===== src/rtl/bounce_gen.sv =====
// Programmable contact-bounce / glitch generator: turns clean level changes on sig_in
// into LFSR-driven toggle bursts followed by a settled level on a registered sig_out.
module bounce_gen #(
  parameter int         BOUNCE_MAX = 7,
  parameter int         HOLD_W     = 2,
  parameter int         SETTLE_CYC = 8,
  parameter logic [7:0] SEED       = 8'hA5
) (
  input  logic       clock,
  input  logic       reset,
  input  logic       enable,
  input  logic       glitch_en,
  input  logic       sig_in,
  output logic       sig_out,
  output logic       busy,
  output logic [7:0] edge_cnt
);

  localparam logic [7:0]    LFSR_INIT   = (SEED == 8'h00) ? 8'h01 : SEED;
  localparam int            SW          = $clog2(SETTLE_CYC + 1);
  localparam logic [3:0]    BMAX        = 4'(BOUNCE_MAX);
  localparam logic [SW-1:0] SETTLE_LOAD = SW'(SETTLE_CYC - 1);

  typedef enum logic [1:0] {
    IDLE   = 2'd0,
    BOUNCE = 2'd1,
    SETTLE = 2'd2
  } state_t;

  // Fibonacci step for x^8+x^6+x^5+x^4+1
  function automatic logic [7:0] lfsr_step(input logic [7:0] v);
    return {v[6:0], v[7] ^ v[5] ^ v[4] ^ v[3]};
  endfunction

  state_t             state_r, state_s;
  logic               sig_q_r;
  logic               level_r, level_s;
  logic               sig_out_r, sig_out_s;
  logic               busy_r;
  logic [7:0]         edge_cnt_r, edge_cnt_s;
  logic [7:0]         lfsr_r;
  logic [3:0]         toggles_r, toggles_s;
  logic [HOLD_W-1:0]  hold_r, hold_s;
  logic [SW-1:0]      settle_r, settle_s;
  logic [3:0]         burst_n_s;

  // Next-state and next-output decode
  always_comb begin
    state_s    = state_r;
    level_s    = level_r;
    sig_out_s  = sig_out_r;
    edge_cnt_s = edge_cnt_r;
    toggles_s  = toggles_r;
    hold_s     = hold_r;
    settle_s   = settle_r;
    burst_n_s  = (lfsr_r[3:0] > BMAX) ? BMAX : lfsr_r[3:0];
    if (!enable) begin
      state_s   = IDLE;
      sig_out_s = sig_q_r;
      level_s   = sig_q_r;
    end else begin
      case (state_r)
        IDLE: begin
          if (sig_q_r != level_r) begin
            sig_out_s = ~level_r;
            if (burst_n_s == 4'd0) begin
              state_s  = SETTLE;
              settle_s = SETTLE_LOAD;
            end else begin
              state_s   = BOUNCE;
              toggles_s = burst_n_s - 4'd1;
              hold_s    = lfsr_r[HOLD_W-1:0];
            end
          // a glitch never stretches past one cycle, even on back-to-back F nibbles
          end else if (glitch_en && (lfsr_r[7:4] == 4'hF) && (sig_out_r == level_r)) begin
            sig_out_s = ~level_r;
          end else begin
            sig_out_s = level_r;
          end
        end
        BOUNCE: begin
          if (hold_r != {HOLD_W{1'b0}}) begin
            hold_s = hold_r - HOLD_W'(1);
          end else if (toggles_r != 4'd0) begin
            sig_out_s = ~sig_out_r;
            toggles_s = toggles_r - 4'd1;
            hold_s    = lfsr_r[HOLD_W-1:0];
          end else begin
            state_s   = SETTLE;
            settle_s  = SETTLE_LOAD;
            sig_out_s = ~level_r;
          end
        end
        SETTLE: begin
          sig_out_s = ~level_r;
          if (settle_r != {SW{1'b0}}) begin
            settle_s = settle_r - SW'(1);
          end else begin
            state_s    = IDLE;
            level_s    = ~level_r;
            edge_cnt_s = edge_cnt_r + 8'd1;
          end
        end
        default: begin
          state_s   = IDLE;
          sig_out_s = level_r;
        end
      endcase
    end
  end

  // State, input synchroniser and output registers
  always_ff @(posedge clock or posedge reset) begin
    if (reset) begin
      state_r    <= IDLE;
      sig_q_r    <= 1'b0;
      level_r    <= 1'b0;
      sig_out_r  <= 1'b0;
      busy_r     <= 1'b0;
      edge_cnt_r <= 8'd0;
      lfsr_r     <= LFSR_INIT;
      toggles_r  <= 4'd0;
      hold_r     <= {HOLD_W{1'b0}};
      settle_r   <= {SW{1'b0}};
    end else begin
      sig_q_r    <= sig_in;
      state_r    <= state_s;
      level_r    <= level_s;
      sig_out_r  <= sig_out_s;
      busy_r     <= (state_s != IDLE);
      edge_cnt_r <= edge_cnt_s;
      toggles_r  <= toggles_s;
      hold_r     <= hold_s;
      settle_r   <= settle_s;
      if (enable) begin
        lfsr_r <= lfsr_step(lfsr_r);
      end else begin
        lfsr_r <= lfsr_r;
      end
    end
  end

  assign sig_out  = sig_out_r;
  assign busy     = busy_r;
  assign edge_cnt = edge_cnt_r;

endmodule


===== config.mk =====
export PLATFORM = sky130hd
export DESIGN_NAME = bounce_gen
export DESIGN_NICKNAME = d
export VERILOG_FILES = /design/src/rtl/bounce_gen.sv
export SDC_FILE = /design/constraint.sdc
export NUM_CORES = 1
export LEC_CHECK = 0
export CORE_UTILIZATION = 54
export CTS_BUF_LIST = sky130_fd_sc_hd__clkbuf_4
export DETAILED_ROUTE_END_ITERATION = 16
export PLACE_DENSITY_LB_ADDON = 0.2
export SLEW_MARGIN = 25
export SYNTH_ARGS = -nofsm -noshare
export SYNTH_HDL_FRONTEND = slang
export SYNTH_SLANG_ARGS = --single-unit

===== constraint.sdc =====
create_clock -name clock -period 4.2 [get_ports clock]
set_input_delay 0.42 -clock clock [delete_from_list [all_inputs] [get_ports clock]]
set_output_delay 0.42 -clock clock [all_outputs]
set_load 0.03 [all_outputs]

==> reports/results.tsv, run 1 <==
metric	value	unit
Static Leak	0.0007876	uW
hpwl dp	2.283	mm
Setup Buffers After CTS	0	
worst path bufs/invs	0	
worst slew pin tran	0.6964	ns
DR DRC count	0	
gr ovfl total	0	
placeable core region	2829	um2
area fraction of the dominant cell type after synthesis	0.4211	
Total Routing Usage GR	0.2196	
Seq/Total Area, Yosys	0.4842	
post-layout min period	2.201	ns
element type at the critical path end	flop	
via count	1224	
io pins	15	
capturing point of the worst reg2reg path	toggles_r[2]$_DFFE_PP0P_	
CP max stage delay	0.63	ns
pwr/cell area	577.0	nW/um2
syn nets	164	
yosys synthesis warning count	0	
largest net degree at the start of global routing	33	
initial DRC count	42	
asr flop ratio synth	1.000	
Max-Cap Viols	0	
share of layout cells above drive strength 1	0.1744	
WL/cell	15.45	um
CP most frequent cell	a21oi_1	
critical path, cell by cell	nor2b_1 > or3_1 > o21ai_0 > ha_1 > nor2_1 > a21oi_1 > a21oi_1 > a21oi_1	
CP Class	reg -> reg	
total negative slack	0	ns
CP startpoint	state_r[1]$_DFF_PP0_	
final net count	179	
count of final setup violators	0	
setup slack, reg-to-reg	2.00	ns
vias in the first global route	1183	
Yosys cell types	45	
Starting Density	0.5882	
Port Buf Inserts	14	
CTS H-tree depth	2	
largest cells by area after synthesis	dfrtp_1 42%, dfstp_2 6.3%, mux2_2 6.1%, xnor2_1 4.7%, nand2_1 2.9%	
EDFF count, synth	0	
ys flop type	dfrtp_1	
unrepaired setup endpoints after global routing	false	
maximum vdd drop	0.4515	mV
Avg Synthesized Cell Area	10.67	um2
die footprint	3307	um2
delay-heaviest family, CP	simple AND/OR/NAND/NOR gates	
Critical-path top delay cell	nor2b_1	
crit path launch type	flop	
fin. max-slew vios	0	
clock buffer count from CTS	5	
clk sinks	32	
die span in x	57.51	um
Critical Path Sink	toggles_r[2]$_DFFE_PP0P_	
Levels on crit path	8	
Worst-path clk slew	0.10	ns
#FFs+latches synth	32	
post-cts resize count	0	
Worst Reg2Reg Path Length in Cells	8	
row count	19	
WP data required	4.42	ns
vias per cell	6.030	
synthesized cell area	1664	um2
Final period util	0.5241	
worst setup margin	1.999	ns
status	completed	
Routed Antenna Nets	0	
first-pass GRT wire length	5.402	mm
CTS tree	built	
worst r2r src	state_r[1]$_DFF_PP0_	
Hold Path Class	in -> async	
worst rel slew slack	0.5348	
Critical Path AT	2.42	ns
GP Congestion	0.8473	
Hold Buf Count CTS	0	
n_diodes	0	
1st-pass router iterations	4	
routed wire length	3.136	mm
Synth Instances	156	
Syn-to-layout area delta	12.63	%
clk_lat worst skew	0.33	ns
pre-CTS setup slack	1.852	ns
initial antenna violation count	0	
Final Hold Fails	0	
Root Driver	clkbuf_4	
Setup Skew	0.01225	ns
CP max FO	12	
CTS max path bufs	2	
leading area contributor after synthesis	dfrtp_1	
fmax	0.4543	GHz
die height	57.51	um
state kept, by name (all words and copies together), names as in the netlist:
name       count
hold_r         2
edge_cnt       8
lfsr_r         8
busy           1
settle_r       4
sig_out        1
toggles_r      4
state_r        2
sig_q_r        1
level_r        1
through the flow:
step	hold WS (ns)	cell area, um2	utilization	cells	total power (uW)
after floorplan	0.4514	1664	-	156	816.6
final	0.4598	1874	0.6625	203	1082
after CTS	0.4622	1874	0.6625	203	1089
after detailed placement	0.4874	1818	0.6426	195	912.9
after global placement	0.4651	1818	0.6426	195	885.6
after global routing	0.5036	1874	0.6625	203	1157
report_power, final:
| part | leakage (uW) | internal [uW] | switching [uW] |
|---|---|---|---|
| logic | 0.000370 | 193 | 205 |
| registers | 0.000384 | 406 | 101 |
| clock network | 0.0000338 | 77.2 | 98.5 |
| total | 0.000788 | 677 | 405 |
worst min-delay path by stage:
stage                              end  slack [ns]  depth (start not counted)
2_1_floorplan        sig_q_r$_DFF_PP0_        0.45                          0
3_3_place_gp   edge_cnt[7]$_DFFE_PP0P_        0.47                          1
3_5_place_dp   edge_cnt[7]$_DFFE_PP0P_        0.49                          1
4_1_cts        edge_cnt[4]$_DFFE_PP0P_        0.46                          3
5_1_grt        edge_cnt[4]$_DFFE_PP0P_        0.50                          3
6_report       edge_cnt[4]$_DFFE_PP0P_        0.46                          3
layer usage:
| metal | routed length, um | up-vias | track usage |
|---|---|---|---|
| met5 | 0 | - | 0 |
| met4 | 45 | 0 | 0.08362 |
| met3 | 92 | 6 | 0.05442 |
| met1 | 1422 | 615 | 0.2908 |
| li1 | - | 584 | - |
| met2 | 1576 | 19 | 0.3488 |
cell families (layout without fill, tap and decap cells):
family                   after synthesis  in the layout  share of synthesized area
AND/OR/NAND/NOR                       51             51                     0.1684
AO/OA/AOI/OAI                         35             35                     0.1654
flip-flops                            32             32                     0.4842
buffers and inverters                 14             30                    0.03534
XOR/XNOR                              12             12                    0.06316
multiplexers                           9              9                    0.06090
adder cells (fa/ha/maj)                3              3                    0.02256
synth_stat cells, drive strengths merged (3+ instances only):
cell type  count
nand4          6
xor2           3
nand2         13
and3           3
or2            3
inv            7
xnor2          9
dfrtp         28
a21oi         10
o21ai          9
or3            3
nor2          12
ha             3
dfstp          4
buf            4
a21boi         3
mux2           9
clkbuf         3
nand3          3
worst min-delay path: stages:
cell and delay [ns]:
clkdlybuf4s50_1 0.39, inv_1 0.05, buf_4 0.35
layout by cell type, fill, tap and decap left out, drive strengths merged, types with 2 or more instances in the layout:
cell | Yosys | layout
nand2 | 13 | 13
clkdlybuf4s50 | 0 | 14
ha | 3 | 3
or2 | 3 | 3
dfstp | 4 | 4
a21oi | 10 | 10
or4 | 2 | 2
a21boi | 3 | 3
and3 | 3 | 3
nand4 | 6 | 6
xnor2 | 9 | 9
or3 | 3 | 3
dfrtp | 28 | 28
o22a | 2 | 2
clkbuf | 3 | 7
xor2 | 3 | 3
nand3 | 3 | 3
o21ai | 9 | 9
inv | 7 | 7
mux2 | 9 | 9
nor2 | 12 | 12
nor2b | 2 | 2
layout make-up:
class,count,area (um2)
clock buffers,7,52.55
clock inverters,1,3.754
fillers,226,954.7
inverters,7,26.28
multi-input cells,110,799.5
flip-flops and latches,32,805.8
well taps,31,38.79
repair buffers,15,147.6
Note: power is estimated with default switching activity, not from simulation.
==> run 2: changes to the inputs <==
--- a/config.mk
+++ b/config.mk
@@ -5,7 +5,7 @@
 export SDC_FILE = /design/constraint.sdc
 export NUM_CORES = 1
 export LEC_CHECK = 0
-export CORE_UTILIZATION = 54
+export CORE_UTILIZATION = 53
 export CTS_BUF_LIST = sky130_fd_sc_hd__clkbuf_4
 export DETAILED_ROUTE_END_ITERATION = 16
 export PLACE_DENSITY_LB_ADDON = 0.2
==> constraint.sdc (replaced) <==
create_clock -name clock -period 1.8 [get_ports clock]
set_input_delay 0.18 -clock clock [delete_from_list [all_inputs] [get_ports clock]]
set_output_delay 0.18 -clock clock [all_outputs]
set_load 0.03 [all_outputs]
==> reports/results.tsv, run 2 (synthesized netlist as in run 1, its figures left out) <==
metric	value	unit	change
number of fill cells in the layout	227		+0.44%
n_diodes	0		unchanged
fin. max-slew vios	0		unchanged
largest net degree at the start of global routing	33		unchanged
Hold Buf Count CTS	0		unchanged
Critical Path AT	1.93	ns	-0.49 ns
post-layout min period	1.710	ns	-0.4916 ns
final net count	188		+5.0%
Setup Buffers After CTS	0		unchanged
Final Hold Fails	0		unchanged
WP data required	2.02	ns	-2.40 ns
vias per cell	5.844		-3.1%
Static Leak	0.0008279	uW	+5.1%
CTS max path bufs	2		unchanged
design area	1967	um2	+4.9%
1st-pass router iterations	4		unchanged
Reg area	805.8	um2	unchanged
crit path launch type	flop		
worst setup margin	0.09024	ns	-1.908 ns
pre-CTS setup slack	0.004906	ns	-1.847 ns
gr ovfl total	0		unchanged
Hold Path Class	in -> async		
Routed Antenna Nets	0		unchanged
hpwl dp	2.341	mm	+2.6%
initial DRC count	38		-9.5%
grt peak-use layer	met2		
CTS tree	built		
status	completed		
Worst-path clk slew	0.10	ns	about the same
placeable core region	2853	um2	+0.84%
pwr/cell area	1324	nW/um2	+130%
WL/cell	14.72	um	-4.7%
routed wire length	3.121	mm	-0.48%
Final Util	0.6895		+0.02694
die span in x	58.04	um	+0.91%
io pins	15		unchanged
met3 Track Usage GR	0.07589		+0.02147
grt met2 use	0.3284		-0.02043
GP Congestion	0.7912		-6.6%
Worst Reg2Reg Path Length in Cells	5		-3
unrepaired setup endpoints after global routing	false		
Total Routing Usage GR	0.2173		-0.002355
Max-Cap Viols	0		unchanged
worst rel slew slack	0.7424		+0.2076
highest-count cells in the layout ignoring fill and taps	28 x dfrtp_1, 14 x clkdlybuf4s50_1, 13 x nand2_1		
Final period util	0.9499		+0.4257
Fin Hold WS	0.2031	ns	-0.2567 ns
fmax	0.5849	GHz	+29%
worst slew pin tran	0.3864	ns	-0.3100 ns
met1 Use GR	0.2838		-0.006978
vias in the first global route	1195		+1.0%
CP max FO	6		-6
clk sinks	32		unchanged
via count	1239		+1.2%
commonest non-fill, non-tap cell in the layout	dfrtp_1		
clock buffer count from CTS	5		unchanged
total negative slack	0	ns	unchanged
die height	58.04	um	+0.91%
area after detailed placement	1886	um2	+3.7%
first-pass GRT wire length	5.416	mm	+0.26%
CP Class	reg -> reg		
DR DRC count	0		unchanged
setup slack, reg-to-reg	0.09	ns	-1.91 ns
initial antenna violation count	0		unchanged
share of layout cells above drive strength 1	0.2486		+0.07420
clk_lat worst skew	0.34	ns	about the same
CTS H-tree depth	2		unchanged
Root Driver	clkbuf_4		
Port Buf Inserts	14		unchanged
count of final setup violators	0		unchanged
die footprint	3368	um2	+1.8%
maximum vdd drop	0.9135	mV	+100%
Starting Density	0.5833		-0.004902
row count	19		unchanged
Syn-to-layout area delta	18.20	%	
Multi-input gate area	823.3	um2	+3.0%
Setup Skew	0.007924	ns	-0.004330 ns
element type at the critical path end	flop		
run 2: changes by cell type in the layout (fill, tap and decap cells not counted):
cell | previous run | this run
inv_1 | 7 | 6
clkinv_1 | 1 | 0
buf_4 | 1 | 10
and3_1 | 3 | 1
ha_1 | 3 | 2
nor3b_4 | 0 | 1
inv_2 | 0 | 1
o21ai_1 | 1 | 3
ha_2 | 0 | 1
and3_4 | 0 | 2
nor3b_1 | 1 | 0
o21ai_0 | 7 | 5
clkinv_2 | 0 | 1
run 2: timing repair:
action | in CTS | in global routing
pin swaps | 0 | 0
resized for setup | 1 | 7
endpoints found under the setup margin | 1 | 7
run 2: metrics by stage:
| stage | std cells | power (uW) |
|---|---|---|
| global route | 212 | 2785 |
| global placement | 204 | 2132 |
| floorplan | 156 | 1905 |
| detailed placement | 204 | 2189 |
| finish | 212 | 2604 |
| CTS | 212 | 2610 |
run 2: routing by layer:
metal  part of all wire  vias up
met5                  0        -
met1               0.48      605
met4              0.020        0
li1                   -      605
met3              0.034        8
met2               0.47       21
run 2: layout make-up:
type	count	share of cell area
sequential	32	0.4097
multi-input combinational	110	0.4186
tap	31	0.01972
inverter	7	0.01336
clock buffer	7	0.02672
timing repair buffer	24	0.1094
clock inverter	1	0.002545
run 2: worst max-delay path, cell delays in order, from the launching register on:
cell and delay, ns:
dfrtp_1 0.41, or3_4 0.42, o41ai_4 0.34, nand4_4 0.18, o21ai_1 0.15, o21ai_0 0.09
run 2: worst paths after layout:
check,from,end
setup / recovery,toggles_r[0]$_DFFE_PP0P_,settle_r[3]$_DFFE_PP0P_
hold / removal,reset,edge_cnt[2]$_DFFE_PP0P_
setup reg to reg,toggles_r[0]$_DFFE_PP0P_,settle_r[3]$_DFFE_PP0P_
hold reg to reg,edge_cnt[6]$_DFFE_PP0P_,edge_cnt[6]$_DFFE_PP0P_
max in group asynchronous,reset,lfsr_r[7]$_DFFE_PP1P_
min in group clock,sig_in,sig_q_r$_DFF_PP0_
run 2: power breakdown:
part / internal [uW] / switching [uW] / leakage, uW
registers: 949 / 204 / 0.000384
logic: 510 / 524 / 0.000408
clock network: 182 / 235 / 0.0000361
total: 1640 / 963 / 0.000828
==> run 3: changes to the inputs <==
--- a/config.mk
+++ b/config.mk
@@ -9,6 +9,7 @@
 export CTS_BUF_LIST = sky130_fd_sc_hd__clkbuf_4
 export DETAILED_ROUTE_END_ITERATION = 16
 export PLACE_DENSITY_LB_ADDON = 0.2
+export SETUP_SLACK_MARGIN = 0.4
 export SLEW_MARGIN = 25
 export SYNTH_ARGS = -nofsm -noshare
 export SYNTH_HDL_FRONTEND = slang
==> reports/results.tsv, run 3 (synthesized netlist as in run 1, its figures left out) <==
metric	value	unit	change
status	completed		
fin. max-slew vios	0		unchanged
Hold Path Class	in -> async		
commonest non-fill, non-tap cell in the layout	dfrtp_1		
Setup Skew	0.007246	ns	-0.0006779 ns
total negative slack	0	ns	unchanged
highest-count cells in the layout ignoring fill and taps	25 x dfrtp_1, 18 x buf_4, 11 x nor2_1		
crit path launch type	flop		
CP most frequent cell	a21oi_1		
via count	1319		+6.5%
Worst-path clk slew	0.10	ns	about the same
final net count	198		+5.3%
CTS max path bufs	2		unchanged
Critical Path AT	1.98	ns	+0.05 ns
die span in x	58.04	um	unchanged
Static Leak	0.0009351	uW	+13%
design area	2128	um2	+8.2%
Fin Hold WS	0.2251	ns	+0.02195 ns
Port Buf Inserts	14		unchanged
Syn-to-layout area delta	27.89	%	
element type at the critical path end	flop		
row count	19		unchanged
worst slew pin tran	0.4084	ns	+0.02204 ns
first-pass GRT wire length	5.954	mm	+9.9%
worst rel slew slack	0.7277		-0.01469
count of final setup violators	0		unchanged
Starting Density	0.5833		unchanged
maximum vdd drop	0.9128	mV	about the same
gr ovfl total	0		unchanged
die height	58.04	um	unchanged
io pins	15		unchanged
dpl cells	200		-2.0%
hpwl dp	2.390	mm	+2.1%
final std cells w/o fill	222		+4.7%
Final Util	0.7461		+0.05658
post-layout min period	1.715	ns	+0.005179 ns
CP max FO	4		-2
Total Routing Usage GR	0.2402		+0.02292
DR DRC count	0		unchanged
routed wire length	3.649	mm	+17%
worst path bufs/invs	0		unchanged
n_diodes	0		unchanged
critical path, cell by cell	nor2b_4 > or3_1 > o21ai_1 > ha_2 > nor2_1 > a21oi_1 > a21oi_2 > a21oi_1		
vias in the first global route	1276		+6.8%
Max-Cap Viols	0		unchanged
unrepaired setup endpoints after global routing	true		
initial DRC count	45		+18%
clk_lat worst skew	0.33	ns	about the same
WP data required	2.06	ns	+0.04 ns
clk sinks	32		unchanged
1st-pass router iterations	4		unchanged
CTS H-tree depth	2		unchanged
vias per cell	5.941		+1.7%
CTS tree	built		
die footprint	3368	um2	unchanged
Final period util	0.9527		+0.002877
Critical-path top delay cell	dfrtp_2		
WL/cell	16.44	um	+12%
largest net degree at the start of global routing	33		unchanged
initial antenna violation count	0		unchanged
pwr/cell area	1344	nW/um2	+1.5%
placeable core region	2853	um2	unchanged
Final Hold Fails	0		unchanged
clock buffer count from CTS	5		unchanged
Root Driver	clkbuf_4		
Hold Buf Count CTS	0		unchanged
GP Congestion	0.7980		+0.86%
area after detailed placement	1906	um2	+1.1%
fmax	0.5831	GHz	-0.30%
share of layout cells above drive strength 1	0.4084		+0.1598
CP Class	reg -> reg		
CP max stage delay	0.46	ns	+0.04 ns
number of fill cells in the layout	190		-16%
Routed Antenna Nets	0		unchanged
delay-heaviest family, CP	simple AND/OR/NAND/NOR gates		
-- run 3: changes by cell type in the layout (fill, tap and decap cells not counted), moves of 3 or more --
cell             change
clkbuf_2             +3
nand2_1              -3
buf_4                +8
dfrtp_1              -3
clkdlybuf4s50_1     -10
dfrtp_2              +3
dlygate4sd2_1        +6
-- run 3: area by class of cell --
cell class / count / area, um2 / share of cell area
inverters: 7 / 26.28 / 0.01235
flip-flops and latches: 32 / 809.5 / 0.3804
well taps: 31 / 38.79 / 0.01822
clock buffers: 5 / 37.54 / 0.01764
repair buffers: 34 / 275.3 / 0.1293
clock inverters: 3 / 13.76 / 0.006467
multi-input cells: 110 / 927.1 / 0.4356
-- run 3: final timing paths --
check / startpoint / end / slack [ns] / cells after the start
worst max-delay path: state_r[0]$_DFF_PP0_ / toggles_r[2]$_DFFE_PP0P_ / 0.09 / 8
worst min-delay path: reset / edge_cnt[7]$_DFFE_PP0P_ / 0.23 / 3
worst max register to register: state_r[0]$_DFF_PP0_ / toggles_r[2]$_DFFE_PP0P_ / 0.09 / 8
worst min register to register: edge_cnt[7]$_DFFE_PP0P_ / edge_cnt[7]$_DFFE_PP0P_ / 0.47 / 1
max in group asynchronous: reset / lfsr_r[5]$_DFFE_PP1P_ / 1.25 / 3
min in group clock: sig_in / sig_q_r$_DFF_PP0_ / 0.28 / 1
-- run 3: timing repair --
| item | CTS | global route |
|---|---|---|
| buffers inserted | 10 | 4 |
| endpoints found under the hold margin | 0 | 0 |
| endpoints found under the setup margin | 33 | 26 |
| pin swaps | 9 | 16 |
| cloned | 0 | 0 |
| gates resized for setup | 23 | 21 |
-- run 3: power by group --
| part | internal, uW | switching, uW |
|---|---|---|
| Combinational | 658 | 649 |
| Sequential | 952 | 220 |
| Clock | 143 | 238 |
-- run 3: per-stage QoR --
step	power [uW]	setup slack, ns
2_1_floorplan	1993	0.1220
5_1_grt	3051	0.01866
3_3_place_gp	2161	0.08799
3_5_place_dp	2227	0.04487
6_report	2859	0.08506
4_1_cts	2716	0.1311
-- run 3: worst min-delay path, cell delays in order --
cell	delay (ns)
clkdlybuf4s50_1	0.39
inv_1	0.05
buf_4	0.36
-- run 3: metal layers --
| metal | vias to the layer above | wire [um] | GRT usage |
|---|---|---|---|
| li1 | 618 | - | - |
| met1 | 650 | 1465 | 0.3235 |
| met2 | 42 | 1862 | 0.3760 |
| met3 | 9 | 222 | 0.05804 |
| met4 | 0 | 99 | 0.09524 |
| met5 | - | 0 | 0 |
